--- config.mk ---
export PLATFORM = sky130hd
export DESIGN_NAME = md5_match_detector
export DESIGN_NICKNAME = d
export VERILOG_FILES = /design/src/rtl/md5_match_detector.sv
export SDC_FILE = /design/constraint.sdc
export NUM_CORES = 2
export LEC_CHECK = 0
export ABC_AREA = 1
export BUFFER_PORTS_ARGS = -buffer_cell sky130_fd_sc_hd__clkbuf_2
export CORE_AREA = 3 3 576 578
export DETAILED_ROUTE_END_ITERATION = 10
export DIE_AREA = 0 0 579 581
export SLEW_MARGIN = 30
export SYNTH_ARGS = -nofsm -noshare
export SYNTH_HDL_FRONTEND = slang
export SYNTH_SLANG_ARGS = --single-unit
export TNS_END_PERCENT = 50
--- constraint.sdc ---
create_clock -name clk -period 1.9 [get_ports clk]
set_input_delay 0.19 -clock clk [delete_from_list [all_inputs] [get_ports clk]]
set_output_delay 0.19 -clock clk [all_outputs]
set_load 0.05 [all_outputs]
--- src/rtl/md5_match_detector.sv ---
// Watches the MD5 core output for a digest equal to a loaded target and captures
// the first matching message; counts every valid digest compared while armed.
module md5_match_detector #(
    parameter int LATENCY = 66,
    parameter int CNT_W   = 48
) (
    input  logic               clk,
    input  logic               rst,
    input  logic               start,
    input  logic               stop,
    input  logic [127:0]       target,
    input  logic               in_valid,
    input  logic [127:0]       hash,
    input  logic [511:0]       message_out,
    output logic               armed,
    output logic               found,
    output logic [511:0]       match_message,
    output logic [127:0]       match_hash,
    output logic [CNT_W-1:0]   checked_count
);

    typedef enum logic [1:0] {
        IDLE  = 2'd0,
        ARMED = 2'd1,
        FOUND = 2'd2
    } state_t;

    state_t             state_r;
    logic [LATENCY-1:0] vpipe_r;
    logic [127:0]       target_r;
    logic               armed_r;
    logic               found_r;
    logic [511:0]       match_message_r;
    logic [127:0]       match_hash_r;
    logic [CNT_W-1:0]   count_r;

    logic               out_valid_s;
    logic               hit_s;

    // Saturating increment: the counter sticks at all-ones rather than wrapping.
    function automatic logic [CNT_W-1:0] sat_inc(input logic [CNT_W-1:0] v);
        if (v == {CNT_W{1'b1}}) begin
            return v;
        end else begin
            return v + {{(CNT_W-1){1'b0}}, 1'b1};
        end
    endfunction

    assign out_valid_s = vpipe_r[LATENCY-1];
    assign hit_s       = (hash == target_r);

    // Valid pipeline plus the IDLE/ARMED/FOUND controller; start outranks everything but reset.
    always_ff @(posedge clk) begin
        if (rst) begin
            state_r         <= IDLE;
            vpipe_r         <= {LATENCY{1'b0}};
            target_r        <= 128'd0;
            armed_r         <= 1'b0;
            found_r         <= 1'b0;
            match_message_r <= 512'd0;
            match_hash_r    <= 128'd0;
            count_r         <= {CNT_W{1'b0}};
        end else begin
            vpipe_r[0] <= in_valid;
            for (int i = 1; i < LATENCY; i++) begin
                vpipe_r[i] <= vpipe_r[i-1];
            end

            if (start) begin
                state_r         <= ARMED;
                armed_r         <= 1'b1;
                found_r         <= 1'b0;
                target_r        <= target;
                count_r         <= {CNT_W{1'b0}};
                match_message_r <= 512'd0;
                match_hash_r    <= 128'd0;
            end else begin
                case (state_r)
                    IDLE: begin
                        state_r <= IDLE;
                    end
                    ARMED: begin
                        if (stop) begin
                            state_r <= IDLE;
                            armed_r <= 1'b0;
                        end else if (out_valid_s) begin
                            count_r <= sat_inc(count_r);
                            if (hit_s) begin
                                state_r         <= FOUND;
                                armed_r         <= 1'b0;
                                found_r         <= 1'b1;
                                match_hash_r    <= hash;
                                match_message_r <= message_out;
                            end else begin
                                state_r <= ARMED;
                            end
                        end else begin
                            state_r <= ARMED;
                        end
                    end
                    FOUND: begin
                        if (stop) begin
                            state_r <= IDLE;
                            found_r <= 1'b0;
                        end else begin
                            state_r <= FOUND;
                        end
                    end
                    default: begin
                        state_r <= IDLE;
                        armed_r <= 1'b0;
                        found_r <= 1'b0;
                    end
                endcase
            end
        end
    end

    assign armed         = armed_r;
    assign found         = found_r;
    assign match_message = match_message_r;
    assign match_hash    = match_hash_r;
    assign checked_count = count_r;

endmodule

==> impl_metrics.yaml <==
outcome:
  outcome: "complete, but fails checks"
  violations: "negative setup slack"
die:
  start_util_pct: 10.3
  io_pins: 1463
  num_rows: 210
  coreArea_um2: 327000
  die-area_um2: 336000
  die_h_um: 581
  die_x_um: 579
clock_tree:
  cts_sinks: 886
  cts-htree-levels: 3
  clk_pin_slew_ns: 0.07
  clk_latency_ns: 0.86
  clockBufferDepth: 4
  cts-root-buf: "clkbuf_16"
  cts_made_buffers: 115
  cts_tree: "done"
worst_setup_path:
  setup.worst_path.start_class: "flip-flop"
  endpoint_kind: "flip-flop"
  max_stage_delay_ns: 0.34
  required_ns: 2.59
  crit_end: "match_message[341]$_SDFFE_PP0P_"
  r2r_cells: 14
  r2r_slack_ns: -0.87
  path_max_fanout: 87
  path_cells: "xnor2_1 -> nand2_1 -> nor2_1 -> buf_4 -> nand2_1 -> nor2_4 -> nand2_8 -> nor2_4 -> nand4_1 -> buf_6 -> buf_12 -> buf_12 -> o21ai_2 -> a21oi_1"
  cp_data_arrival_time_ns: 3.45
  critical_path_class: "flip-flop to flip-flop"
  r2r-end: "match_message[341]$_SDFFE_PP0P_"
  cp_slowest_cell: "dfxtp_1"
  crit_path_start: "target_r[46]$_SDFFE_PP0P_"
  rr_startpoint: "target_r[46]$_SDFFE_PP0P_"
sta:
  fin_crit_ns: 2.77
  max_freq_mhz: 361
  worstMarginPinSlew_ns: 0.716
  slew_headroom_pct: 52.5
  rsz0062_at_grt: "yes"
  slew_viol_final: 0
  fin_crit_sh_pct: 146
  finalWorstSetupSlack_ns: -0.869
  hold_viol: 0
  finClkSkew_ns: 0.0791
  finalSetupViolCount: 720
pwr:
  p_per_area_nw_per_um2: 733
  leakage_uw: 0.0256
  peakVddDrop_mv: 0.645
cells_and_area:
  multi_input_area_um2: 13300
  area_delta_synth_final_pct: 91.3
  fin_area_um2: 64800
  final.fill_count: 36300
  finalNetCount: 7719
  instances_no_fill: 11500
  drive_gt1_share_pct: 34.2
  final_core_util_pct: 19.8
  seqCellArea_um2: 17800
logic_synthesis:
  netlist_area_um2: 33900
  synthTopCellsByCount: "886 x dfxtp_1, 800 x inv_1, 699 x a21oi_1"
  yosysTopAreaCell: "dfxtp_1"
  ys_seq_area_share_pct: 52.4
  avgSynthCellArea_um2: 7.76
  ys_ff_latch: 886
  synth-edff-count: 0
  async_flop_share_pct: 0
  ys_warn_count: 0
  netlist_instances: 4364
  synth_area_leaders: "dfxtp_1 52%, a21oi_1 10%, inv_1 8.9%"
  synth-main-ff-cell: "dfxtp_1"
  synth_most_common_cell: "dfxtp_1"
  syn-num-nets: 5141
  synth_top_area_share_pct: 52.4
  synth.distinct_cells: 29
routing:
  viasPerCell: 3.59
  ant_nets: 0
  first_pass_iters: 6
  drcViolationCount: 0
  drtIter0Drc: 2975
  wl_per_cell_um: 25.7
  num_vias: 41300
  wirelength_mm: 296
placement:
  dp.final_hpwl_mm: 247
  io_buffers: 1462
  post-place-ws_ns: -1.97
  detailed_place.area_um2: 48700
  place_inst: 10200
  gp_congestion: 0.936
global_route:
  grt_pass1_vias: 39100
  grt_overflow: 0
  grt_max_degree: 101
  track_usage_pct: 16.5
  grt_pass1_wl_mm: 370
  antenna_found_initial: 316
flow_run:
  cap_violations: 0
min_path:
  hold_class: "primary input to flip-flop"
## sequential cells by signal (all words and copies together) (netlist names)
signal / count
armed: 1
checked_count: 48
found: 1
match_hash: 128
match_message: 512
state_r: 2
target_r: 128
vpipe_r: 66
## report_power, final
group | switching [µW] | internal (µW)
clock network | 9530 | 13500
registers | 156 | 18800
logic | 2840 | 2670
## cells by family (layout without fill, tap and decap cells)
group / Yosys count / in the layout / share of synthesized area (%)
AO/OA/AOI/OAI: 1483 / 1483 / 22.0
XOR/XNOR: 127 / 127 / 3.29
adder cells (fa/ha/maj): 4 / 4 / 0.148
buffers and inverters: 1080 / 3747 / 12.9
flip-flops: 886 / 886 / 52.4
other: 0 / 126 / 0
AND/OR/NAND/NOR: 784 / 784 / 9.21
## worst max-delay path, delay by kind of cell, from the launching register on
kind | cells | cell delay (ns)
DFF | 1 | 0.34
AOI/OAI and AO/OA | 2 | 0.28
buffers and inverters | 4 | 0.68
xor gates and xnor gates | 1 | 0.27
and+or+nand+nor | 7 | 0.88
## per-stage QoR
step / power [µW] / TNS [ns] / hold slack [ns]
after global routing: 49200 / -587.06 / 0.0738
final: 47500 / -489.04 / 0.108
after detailed placement: 22500 / -1139.81 / 0.394
after global placement: 22500 / -1135.01 / 0.389
after floorplan: 20400 / -0.00146 / 0.297
after CTS: 48100 / -506.60 / 0.000386
## area by class of cell
| type | instances | area share [%] |
|---|---|---|
| diodes | 126 | 0.487 |
| clock buffers | 156 | 4.96 |
| clock inverters | 50 | 1.03 |
| inverters | 804 | 4.67 |
| multi-input cells | 2398 | 20.5 |
| flip-flops and latches | 886 | 27.5 |
| well taps | 4346 | 8.39 |
| repair buffers | 2737 | 32.5 |
## how the worst min path moves through the flow
| stage | cells past startpoint | slack [ns] | start | end |
|---|---|---|---|---|
| floorplan | 2 | 0.30 | in_valid | vpipe_r[0]$_SDFF_PP0_ |
| global placement | 2 | 0.39 | vpipe_r[12]$_SDFF_PP0_ | vpipe_r[13]$_SDFF_PP0_ |
| detailed placement | 2 | 0.39 | vpipe_r[14]$_SDFF_PP0_ | vpipe_r[15]$_SDFF_PP0_ |
| CTS | 4 | 0.0004 | start | target_r[10]$_SDFFE_PP0P_ |
| global route | 4 | 0.07 | target[25] | target_r[25]$_SDFFE_PP0P_ |
| finish | 4 | 0.11 | start | target_r[92]$_SDFFE_PP0P_ |
## repair_timing
action	in CTS	in global routing
setup endpoints to repair	756	787
hold buffers	878	0
resized for setup	228	239
endpoints found under the hold margin	838	0
pin swaps	22	28
gates cloned	22	26
setup buffers	10	4
## placed cells by master, fill, tap and decap left out, types with 18 or more instances in the layout
cell,count
buf_4,258
o21ai_4,44
clkbuf_1,23
clkbuf_8,18
xnor2_1,104
nor2_1,365
buf_12,59
inv_1,799
a21oi_2,59
dfxtp_1,833
buf_16,31
o21ai_1,375
nand2_1,297
o21ai_0,207
clkbuf_16,138
a21oi_1,646
o21ai_2,147
dlygate4sd3_1,878
diode_2,126
nor3_1,23
clkbuf_2,1459
nand3_1,34
dfxtp_2,49
## per-layer routing
| metal | global-route usage, % | routed length [µm] | vias up |
|---|---|---|---|
| met5 | 0 | 1520 | - |
| met4 | 6.39 | 13900 | 244 |
| met3 | 9.61 | 41100 | 729 |
| met2 | 22.8 | 114000 | 2055 |
| met1 | 20.9 | 126000 | 19000 |
| li1 | - | - | 19300 |
(Power assumes the default switching activity.)
